===== src/rtl/paddle_ctrl.sv =====
// paddle_ctrl: turns synchronised active-low up/down buttons into a paddle
// position that moves once per tick, speeding up after a sustained hold.
module paddle_ctrl #(
    parameter int unsigned SCREEN_H   = 480,
    parameter int unsigned PADDLE_H   = 80,
    parameter int unsigned STEP       = 4,
    parameter int unsigned TICK_DIV   = 416667,
    parameter int unsigned HOLD_TICKS = 24
) (
    input  logic       clk,
    input  logic       rst_n,
    input  logic       up_n,
    input  logic       down_n,
    output logic [9:0] paddle_y,
    output logic       at_top,
    output logic       at_bottom,
    output logic       moving
);

    localparam int unsigned Y_W     = 10;
    localparam int unsigned ARITH_W = 11;
    localparam int unsigned MAX_Y   = SCREEN_H - PADDLE_H;
    localparam int unsigned Y_INIT  = MAX_Y / 2;
    localparam int unsigned TICK_W  = (TICK_DIV > 1) ? $clog2(TICK_DIV) : 1;
    localparam int unsigned HOLD_W  = (HOLD_TICKS > 1) ? $clog2(HOLD_TICKS + 1) : 1;

    typedef enum logic [1:0] {
        IDLE = 2'd0,
        SLOW = 2'd1,
        FAST = 2'd2
    } state_t;

    state_t              state;
    state_t              state_nxt;
    logic                dir;
    logic                dir_nxt;
    logic [HOLD_W-1:0]   hold_cnt;
    logic [HOLD_W-1:0]   hold_nxt;
    logic [TICK_W-1:0]   tick_cnt;
    logic                tick;
    logic                up_meta;
    logic                up_s;
    logic                down_meta;
    logic                down_s;
    logic                req_up;
    logic                req_dn;
    logic                move_en;
    logic                move_fast;
    logic [ARITH_W-1:0]  step_amt;
    logic [ARITH_W-1:0]  y_ext;
    logic [ARITH_W-1:0]  y_sum;
    logic [Y_W-1:0]      y_nxt;
    logic                at_top_nxt;
    logic                at_bottom_nxt;
    logic                moving_nxt;

    // Two-flop synchronisers; released (high) out of reset
    always_ff @(posedge clk) begin
        if (!rst_n) begin
            up_meta   <= 1'b1;
            up_s      <= 1'b1;
            down_meta <= 1'b1;
            down_s    <= 1'b1;
        end else begin
            up_meta   <= up_n;
            up_s      <= up_meta;
            down_meta <= down_n;
            down_s    <= down_meta;
        end
    end

    // Only one button pressed counts as a request
    assign req_up = ~up_s & down_s;
    assign req_dn = ~down_s & up_s;

    // Free-running move-tick divider
    always_ff @(posedge clk) begin
        if (!rst_n) begin
            tick_cnt <= '0;
        end else if (tick) begin
            tick_cnt <= '0;
        end else begin
            tick_cnt <= tick_cnt + TICK_W'(1);
        end
    end

    assign tick = (tick_cnt == TICK_W'(TICK_DIV - 1));

    // FSM state register with direction and hold counter
    always_ff @(posedge clk) begin
        if (!rst_n) begin
            state    <= IDLE;
            dir      <= 1'b0;
            hold_cnt <= '0;
        end else begin
            state    <= state_nxt;
            dir      <= dir_nxt;
            hold_cnt <= hold_nxt;
        end
    end

    // Next-state: direction changes restart in SLOW, ticks advance the hold count
    always_comb begin
        state_nxt = state;
        dir_nxt   = dir;
        hold_nxt  = hold_cnt;
        move_en   = 1'b0;
        move_fast = 1'b0;
        case (state)
            IDLE: begin
                if (req_up || req_dn) begin
                    state_nxt = SLOW;
                    dir_nxt   = req_dn;
                    hold_nxt  = '0;
                end
            end
            SLOW, FAST: begin
                if (!req_up && !req_dn) begin
                    state_nxt = IDLE;
                end else if (req_dn != dir) begin
                    state_nxt = SLOW;
                    dir_nxt   = req_dn;
                    hold_nxt  = '0;
                end else if (tick) begin
                    move_en   = 1'b1;
                    move_fast = (state == FAST);
                    if (state == SLOW) begin
                        if (hold_cnt == HOLD_W'(HOLD_TICKS - 1)) begin
                            state_nxt = FAST;
                        end else begin
                            hold_nxt = hold_cnt + HOLD_W'(1);
                        end
                    end
                end
            end
            default: begin
                state_nxt = IDLE;
            end
        endcase
    end

    // Output logic: saturating position update and status flags for next cycle
    always_comb begin
        step_amt      = move_fast ? ARITH_W'(2 * STEP) : ARITH_W'(STEP);
        y_ext         = ARITH_W'(paddle_y);
        y_sum         = y_ext + step_amt;
        y_nxt         = paddle_y;
        if (move_en) begin
            if (dir) begin
                y_nxt = (y_sum > ARITH_W'(MAX_Y)) ? Y_W'(MAX_Y) : Y_W'(y_sum);
            end else begin
                y_nxt = (y_ext < step_amt) ? '0 : Y_W'(y_ext - step_amt);
            end
        end
        at_top_nxt    = (y_nxt == '0);
        at_bottom_nxt = (y_nxt == Y_W'(MAX_Y));
        moving_nxt    = (state_nxt != IDLE);
    end

    // Registered position and status outputs
    always_ff @(posedge clk) begin
        if (!rst_n) begin
            paddle_y  <= Y_W'(Y_INIT);
            at_top    <= 1'b0;
            at_bottom <= 1'b0;
            moving    <= 1'b0;
        end else begin
            paddle_y  <= y_nxt;
            at_top    <= at_top_nxt;
            at_bottom <= at_bottom_nxt;
            moving    <= moving_nxt;
        end
    end

endmodule


===== config.mk =====
export PLATFORM = sky130hd
export DESIGN_NAME = paddle_ctrl
export DESIGN_NICKNAME = d
export VERILOG_FILES = /design/src/rtl/paddle_ctrl.sv
export SDC_FILE = /design/constraint.sdc
export NUM_CORES = 1
export LEC_CHECK = 0
export CORE_MARGIN = 4
export CORE_UTILIZATION = 38
export CTS_CLUSTER_SIZE = 24
export DETAILED_ROUTE_END_ITERATION = 12
export GPL_ROUTABILITY_DRIVEN = 0
export HOLD_SLACK_MARGIN = 0.03
export PLACE_DENSITY = 0.55
export SLEW_MARGIN = 20
export SYNTH_ARGS = -nofsm -noshare
export SYNTH_HDL_FRONTEND = slang
export SYNTH_SLANG_ARGS = --single-unit

===== constraint.sdc =====
create_clock -name clk -period 7.5 [get_ports clk]
set_clock_uncertainty 0.2 [all_clocks]
set_input_delay 0.75 -clock clk [delete_from_list [all_inputs] [get_ports clk]]
set_output_delay 0.75 -clock clk [all_outputs]
set_load 0.1 [all_outputs]

Yosys cells after proc, flatten, opt, wreduce, memory -nomap -nowiden
Index checks and enable logic that the tools add are counted.
{"block": "classes", "add_sub_neg": 4, "magnitude_cmp": 2, "eq_ne": 12, "n_mux": 31, "bitwise_logic": 5, "n_reduce_logical": 12}
{"operator": "two-way mux 10 bit", "n": 4}
{"operator": "two-way mux 5 bit", "n": 6}
{"operator": "adder 19 x 1 -> 19 bit (second input constant)", "n": 1}
{"operator": "== test 19 bit (second input constant)", "n": 1}
{"operator": "two-way mux 2 bit", "n": 6}
{"operator": "adder 10 x 4 -> 11 bit", "n": 1}
{"operator": "greater-than comparator 11 x 9 -> 1 bit (second input constant)", "n": 1}
{"operator": "two-way mux 1 bit", "n": 11}
{"operator": "== test 10 x 9 -> 1 bit (second input constant)", "n": 1}
{"operator": "zero test 10 bit", "n": 1}
{"operator": "less-than comparator 10 x 4 -> 1 bit", "n": 1}
{"operator": "case mux 5 bit (2 select lines)", "n": 1}
{"operator": "subtractor 10 x 4 -> 10 bit", "n": 1}
{"operator": "inequality test 3 bit (second input constant)", "n": 3}
{"operator": "inequality test 2 bit (second input constant)", "n": 3}
{"operator": "AND reduction 6 bit", "n": 1}
{"operator": "adder 5 x 1 -> 5 bit (second input constant)", "n": 1}
{"operator": "== test 5 bit (second input constant)", "n": 1}
{"operator": "two-way mux 4 bit", "n": 1}
{"operator": "case mux 2 bit (2 select lines)", "n": 1}
{"operator": "AND reduction 4 bit", "n": 1}
{"operator": "nonzero test 2 bit", "n": 2}
{"operator": "OR reduction 2 bit", "n": 2}
{"operator": "inverter 1 bit", "n": 3}
{"operator": "other kinds (9)", "n": 11}
{"block": "word_totals", "reg_bits": 44, "in_bits": 4, "out_inout_bits": 13, "word_cells": 78}

Depth between registers and ports, before layout
Gate-level depths: netlist (run 1).
{"block": "logic_depth", "word_depth": 13, "mapped_depth": 17, "ltp_nobuf": 16}

Least setup slack after synthesis (run 1)
No wires, ideal clock.
{"block": "synth_path", "path_type": "register -> register", "startpoint": "reg state[0]", "endpoint": "reg at_top", "setup_ps": 87, "arrival_ps": 3592, "t_required_ps": 7213, "path_slack_ps": 3621, "path_stages_with_launch": 16, "n_path_buf": 1, "period_less_slack_ps": 3879, "cell_sequence": "dfxtp_1 inv_1 ha_1 nand2b_1 nor4_2 and2_1 buf_4 nand2_1 ha_1 nor2b_1 o2111ai_1 mux2_2 o211ai_1 or4b_1 o221ai_1 nor4b_2"}
{"block": "synth_via", "elab_chain_cells": 12, "elab_cells_between_ends": 18, "classes_between": "add/sub: 2; order compare: 2; eq/ne: 2; mux: 10; reduce/logical: 2"}
{"item": "from (decl)", "line_no": "33", "text": "state_t state;"}
{"item": "from (signal assigned)", "line_no": "96", "text": "state <= state_nxt;"}
{"item": "== test 2 bit", "line_no": "109, 126"}
{"item": "two-way mux 1 bit", "line_no": "124", "text": "end else if (tick) begin"}
{"item": "two-way mux 1 bit", "line_no": "120", "text": "end else if (req_dn != dir) begin"}
{"item": "two-way mux 1 bit", "line_no": "118", "text": "if (!req_up && !req_dn) begin"}
{"item": "two-way mux 1 bit", "line_no": "109", "text": "case (state)"}
{"item": "two-way mux 4 bit", "line_no": "144", "text": "step_amt = move_fast ? ARITH_W'(2 * STEP) : ARITH_W'(STEP);"}
{"item": "adder 10 x 4 -> 11 bit", "line_no": "146", "text": "y_sum = y_ext + step_amt;"}
{"item": "greater-than comparator 11 x 9 -> 1 bit", "line_no": "150", "text": "y_nxt = (y_sum > ARITH_W'(MAX_Y)) ? Y_W'(MAX_Y) : Y_W'(y_sum);"}
{"item": "two-way mux 10 bit", "line_no": "150"}
{"item": "two-way mux 10 bit", "line_no": "149", "text": "if (dir) begin"}
{"item": "two-way mux 10 bit *", "line_no": "148", "text": "if (move_en) begin"}
{"item": "zero test 10 bit *", "line_no": "155", "text": "at_top_nxt = (y_nxt == '0);"}
{"item": "to (signal assigned)", "line_no": "169", "text": "at_top <= at_top_nxt;"}
{"item": "to (decl)", "line_no": "15", "text": "output logic at_top,"}
Every way passes the cells marked *; elsewhere a longest branch is shown, timed or not.
A chain may end at the register's enable or synchronous reset.

Worst setup path in the final report (run 1)
Same ends and word-level chain as after synthesis.

==> flow_summary.toml, run 1 <==
[floorplan]
initial_core_util_pct = 38.93
core.rowCount = 30
fp.dieArea_mm2 = 0.008317
io_pins = 17
floorplan.die.height_um = 91.20
width_of_the_die_um = 91.20
floorplan.core_area_mm2 = 0.006756

[route]
drc = 0
first_iter_violations = 184
drt_first_pass_iters = 4
num_vias = 2293
route.final.wire_length_um = 6035
routed_wire_length_per_instance_um = 14.65
drt.antenna.violating_nets = 0
route.detailed.vias_per_inst = 5.566

[clock_tree]
root_buffer = "clkbuf_8"
cts_sinks = 44
clkSlewWorstSetupHoldPaths_ps = 90
clock_tree.buffer_depth = 2
cts.repair_timing.setup_buffer_count = 0
cts_max_level = 2
cts-buffers-inserted = 5
insertion_delay_ps = 300
cts_tree = "yes"
postCtsResizedCells = 0
cts_hold_buffers = 0

[pwr]
vdd_drop_max_mv = 0.09740
power_density_relative_to_cell_area_mw_per_mm2 = 156.3
finalPower_mw = 0.4650
power.static_leakage_nw = 1.184

[finish]
design_area_mm2 = 0.002974
antennaDiodeCount = 0
layout-area-overhead-vs-synth_pct = 13.08
final_core_utilization_pct = 44.02
drive_above_1_share_pct = 6.928
layoutNonFillerInstCount = 412
finalNetCount = 349

[placement]
dpl.cell_count = 404
placed_area_mm2 = 0.002848
place_hpwl_um = 4412
numPortBuffers = 16
pre_cts_ws_ps = 3077

[critical_path]
critPathSlowestCell = "or4b_1"
crit_path_start_kind = "flop"
crit_path_cell_trace = "inv_1 > ha_1 > nand2b_1 > nor4_2 > and2_1 > nand2_1 > ha_1 > nor2b_1 > o2111ai_1 > mux2_2 > o211ai_1 > or4b_1 > o221ai_1 > nor4b_2"
biggest_cell_delay_along_the_critical_path_ps = 540
critPathMostFrequentCell = "ha_1"
r2r-start = "state[0]"
cp_data_required_time_ps = 7500
crit_path_end_kind = "flop"
crit_path_max_fanout = 8
worst-setup-path-type = "flop to flop"
arrival_ps = 4560
critical_path.startpoint = "state[0]"

[synth]
netlist_area_mm2 = 0.002630
post_synth_edffs = 0
ys.warnings.count = 0
async_flop_share_pct = 0
ys_ff_latch = 44
yosysUniqueCellTypes = 58
syn_avg_cell_area_um2 = 8.271
synth_cells = 318
synth_nets = 336
synth_ff_type = "dfxtp_1"
proportion_of_synthesized_chip_area_in_sequential_cells_pct = 33.49

[grt]
globalRouteOverflowTotal = 0
grt_pass1_vias = 2224
global_route.usage.total_pct = 15.23
number_of_antenna_violations_at_the_first_check_in_global_routing = 0
maximum_number_of_pins_on_one_net_before_global_route_repair = 20
first_pass_grt_wire_length_um = 10530

[hold_path]
worst_hold_startpoint = "down_meta"
worstHoldPathType = "flop to flop"

[timing]
final.min_clock_period_ps = 4559
fmax_mhz = 219.4
layout_setup_ws_ps = 2941
finalSetupTns_ps = 0
report.final.setup_viol = 0
max_slew_margin_pct = 35.35
final.period_utilization_pct = 60.79
grt_setup_unrepaired = "no"
worstMarginPinSlew_ps = 966.7
fin_hold_ws_ps = 216.7
maxSlewViolCount = 0
timing.final.hold_violations = 0

[status]
run_status = "finished clean"

[flow_run]
cap_viol_max_count = 0
## cells in the final DEF (no fill, tap or decap), types with 5 or more instances in the layout
master,count
a21oi_1,13
and2_1,6
and3_1,9
clkbuf_8,7
clkdlybuf4s50_1,16
dfxtp_1,44
ha_1,12
inv_1,21
nand2_1,21
nand2b_1,9
nand3_1,16
nand4_1,8
nor2_1,35
nor2b_1,5
nor3_1,7
o21ai_0,22
xnor2_1,6
xor2_1,16
## path summary, 6_finish.rpt
| check | endpoint | slack (ps) | cells after the start |
|---|---|---|---|
| max | at_top | 2940 | 14 |
| min | down_s | 220 | 1 |
| max reg2reg | at_top | 2940 | 14 |
| min reg2reg | down_s | 220 | 1 |
## sequential cells by signal (all words and copies together) (netlist names)
register / flops
down_s: 1
at_top: 1
up_meta: 1
dir: 1
hold_cnt: 5
state: 2
paddle_y: 10
moving: 1
tick_cnt: 19
up_s: 1
at_bottom: 1
down_meta: 1
## cell usage after synthesis, drive strengths merged, types with 3 or more instances
master   n  area (um2)
dfxtp   44       880.8
nor2    36       151.4
o21ai   22       110.1
inv     21       78.83
nand2   21       78.83
nand3   16       80.08
xor2    16       140.1
a21oi   13       65.06
ha      12       150.1
and3    10       67.56
nand2b   9       56.30
clkbuf   8       30.03
nand4    8       50.05
nor3     8       51.30
and2     6       37.54
xnor2    6       52.55
nor2b    5       31.28
nor4     5       43.79
a41oi    4       35.03
nand4b   4       35.03
or2      4       25.02
or3      3       18.77
## worst max-delay path, delay by kind of cell (launching register included)
kind / cells / cell delay (ps)
buffers and inverters: 1 / 80
and+or+nand+nor: 7 / 2280
DFF: 1 / 390
muxes: 1 / 290
AOI/OAI and AO/OA: 3 / 500
adders and majority gates: 2 / 720
## kinds of logic (layout without fill, tap and decap cells)
family	count (synthesis)	count (layout)	share of synthesized area [%]
AO/OA/AOI/OAI	62	62	15.65
flip-flops	44	44	33.49
buffers and inverters	31	45	4.615
adder cells (fa/ha/maj)	14	14	7.231
multiplexers	3	3	1.189
XOR/XNOR	22	22	7.326
AND/OR/NAND/NOR	142	142	30.49
## routing by layer
layer | vias to the layer above | GRT usage, % | part of all wire (%)
met5 | - | 0 | 0
met4 | 0 | 4.146 | 1.5
met3 | 9 | 3.480 | 5.1
met2 | 77 | 25.69 | 48
met1 | 1050 | 19.49 | 45
li1 | 1157 | - | -
## layout make-up
class | instances | area [um2]
Multi-Input combinational cell | 243 | 1628
Clock inverter | 1 | 30.03
Fill cell | 663 | 3782
Sequential cell | 44 | 880.8
Clock buffer | 7 | 96.34
Inverter | 21 | 78.83
Timing Repair Buffer | 16 | 160.2
Tap cell | 80 | 100.1
## report_power, final
group | internal, mW | leakage (nW) | switching, mW
sequential | 0.237 | 0.356 | 0.00326
clock | 0.118 | 0.0645 | 0.0829
combinational | 0.00904 | 0.763 | 0.0153
total | 0.363 | 1.18 | 0.101
(Power assumes the default switching activity.)
==> run 2: changes to the inputs <==
--- a/config.mk
+++ b/config.mk
@@ -11,7 +11,7 @@
 export DETAILED_ROUTE_END_ITERATION = 12
 export GPL_ROUTABILITY_DRIVEN = 0
 export HOLD_SLACK_MARGIN = 0.03
-export PLACE_DENSITY = 0.55
+export PLACE_DENSITY = 0.57
 export SLEW_MARGIN = 20
 export SYNTH_ARGS = -nofsm -noshare
 export SYNTH_HDL_FRONTEND = slang
==> constraint.sdc (replaced) <==
create_clock -name clk -period 4.1 [get_ports clk]
set_clock_uncertainty 0.2 [all_clocks]
set_input_delay 0.41 -clock clk [delete_from_list [all_inputs] [get_ports clk]]
set_output_delay 0.41 -clock clk [all_outputs]
set_load 0.1 [all_outputs]
==> run 2 against run 1 <==
  * Register-to-register slack got worse by 2800 ps
  * First-iteration DRC count decreased by 4.9%
  * Combinational power increased by 130%
  * Wire length increased by 1.7%
  * Cell area increased by 6.9%
  * Clock power increased by 42%
  * Worst hold slack improved by 1.3 ps
  * Via count increased by 4.4%
  * Largest power group unchanged
  * Highest routed layer unchanged
==> flow_summary.toml, run 2 (synthesis gave the netlist of run 1 again) <==
[status]
run_status = "finished clean"

[clock_tree]
root_buffer = "clkbuf_8"
cts_tree = "yes"
cts-buffers-inserted = 5
clkSlewWorstSetupHoldPaths_ps = 80
cts_max_level = 2
insertion_delay_ps = 300
cts_sinks = 44
cts_hold_buffers = 0
clock_tree.buffer_depth = 2

[floorplan]
core.rowCount = 30
floorplan.core_area_mm2 = 0.006756
fp.dieArea_mm2 = 0.008317
width_of_the_die_um = 91.20
floorplan.die.height_um = 91.20
initial_core_util_pct = 38.93
io_pins = 17

[finish]
antennaDiodeCount = 0
largest-register = "tick_cnt"
n_fill_cell = 662
layout_commonest_cell = "dfxtp_1"
drive_above_1_share_pct = 15.47
most-common-layout-cells = "44 x dfxtp_1, 35 x nor2_1, 21 x inv_1, 21 x o21ai_0, 20 x nand2_1"
layout_top_registers = "tick_cnt: 19 flops, paddle_y: 10 flops, hold_cnt: 5 flops"
finalNetCount = 366
largest_reg_flops = 19
layout-area-overhead-vs-synth_pct = 20.84

[grt]
number_of_antenna_violations_at_the_first_check_in_global_routing = 0
grt_pass1_vias = 2274
globalRouteOverflowTotal = 0
first_pass_grt_wire_length_um = 10410
maximum_number_of_pins_on_one_net_before_global_route_repair = 20
global_route.usage.total_pct = 15.30

[critical_path]
worst-setup-path-type = "flop to flop"
ff2ff_path_depth = 12
crit_path_end_kind = "flop"
arrival_ps = 3960
r2r-start = "tick_cnt[5]"
crit_path_max_fanout = 6
critical_path.startpoint = "tick_cnt[5]"
r2r_setup_slack_ps = 150
worst_setup_path_endpoint = "at_top"
cp_data_required_time_ps = 4110
critical_register_to_register_path_endpoint = "at_top"
crit_path_start_kind = "flop"

[timing]
timing.final.hold_violations = 0
final.min_clock_period_ps = 3949
final.period_utilization_pct = 96.31
max_slew_margin_pct = 35.40
fmax_mhz = 253.3
report.final.setup_viol = 0
worstMarginPinSlew_ps = 965.9
fin_hold_ws_ps = 218.0
maxSlewViolCount = 0

[pwr]
finalPower_mw = 0.7771
power_density_relative_to_cell_area_mw_per_mm2 = 244.5
power.static_leakage_nw = 1.285
vdd_drop_max_mv = 0.1255

[route]
route.detailed.vias_per_inst = 5.583
first_iter_violations = 175
route.final.wire_length_um = 6135
num_vias = 2395
drc = 0
drt.antenna.violating_nets = 0
drt_first_pass_iters = 4
routed_wire_length_per_instance_um = 14.30

[hold_path]
worstHoldPathType = "flop to flop"
worst_hold_path.num_cells = 1

[placement]
numPortBuffers = 16
place_hpwl_um = 4473

[flow_run]
cap_viol_max_count = 0
==> run 2: changes by cell type in the layout (fill, tap and decap cells not counted), sizes merged <==
cell      before  now
buf            0   17
clkbuf         7    6
bufinv         1    0
clkinvlp       0    2
==> run 2: final cells by class <==
cell class	instances	area, um2	share of cell area, %
clock inverters	2	15.01	0.4724
well taps	80	100.1	3.150
clock buffers	6	82.58	2.598
flip-flops and latches	44	880.8	27.72
multi-input cells	243	1733	54.53
inverters	21	78.83	2.480
repair buffers	33	287.8	9.055
==> run 2: worst max-delay path, cell delays in order, from the launching register on <==
cell and delay (ps):
dfxtp_1 350, or4b_4 580, nor4_4 290, and2_4 200, nand2_4 80, fa_2 390
nor4_2 290, a21o_1 220, nor2_1 90, a31o_2 280, o41ai_2 250, nand4_1 290
nor4b_4 340
==> run 2: where the power goes <==
part / leakage (nW) / switching [mW] / internal [mW]
combinational: 0.886 / 0.0338 / 0.0226
clock: 0.0434 / 0.148 / 0.136
sequential: 0.356 / 0.00293 / 0.433
==> run 2: through the flow <==
stage,setup TNS (ps),worst slack (ps),cells,utilization [%],instance area (um2)
after floorplan,0,220.6,318,-,2630
after global placement,0,46.14,416,43.48,2938
after detailed placement,-9.260,-9.260,416,43.48,2938
after CTS,0,30.94,424,44.96,3038
after global routing,-77.13,-43.50,429,47.04,3178
final,0,151.4,429,47.04,3178
==> run 2: worst min-delay path by stage <==
stage              start  endpoint  slack, ps
3_5_place_dp   down_meta    down_s        200
2_1_floorplan  down_meta    down_s        190
6_report       down_meta    down_s        220
4_1_cts        down_meta    down_s        220
5_1_grt          up_meta      up_s        250
3_3_place_gp     up_meta      up_s        190
==> run 2: metal layers <==
metal,GRT usage [%],vias up,wire (um)
met5,0,-,0
met4,7.035,0,134
met3,3.065,15,280
met2,25.14,75,2936
met1,19.23,1126,2783
li1,-,1179,-
==> run 2: repair_timing <==
action	CTS	global route
setup endpoints to repair	2	10
gates resized for setup	1	17
buffers inserted	0	5
pin swaps	0	10
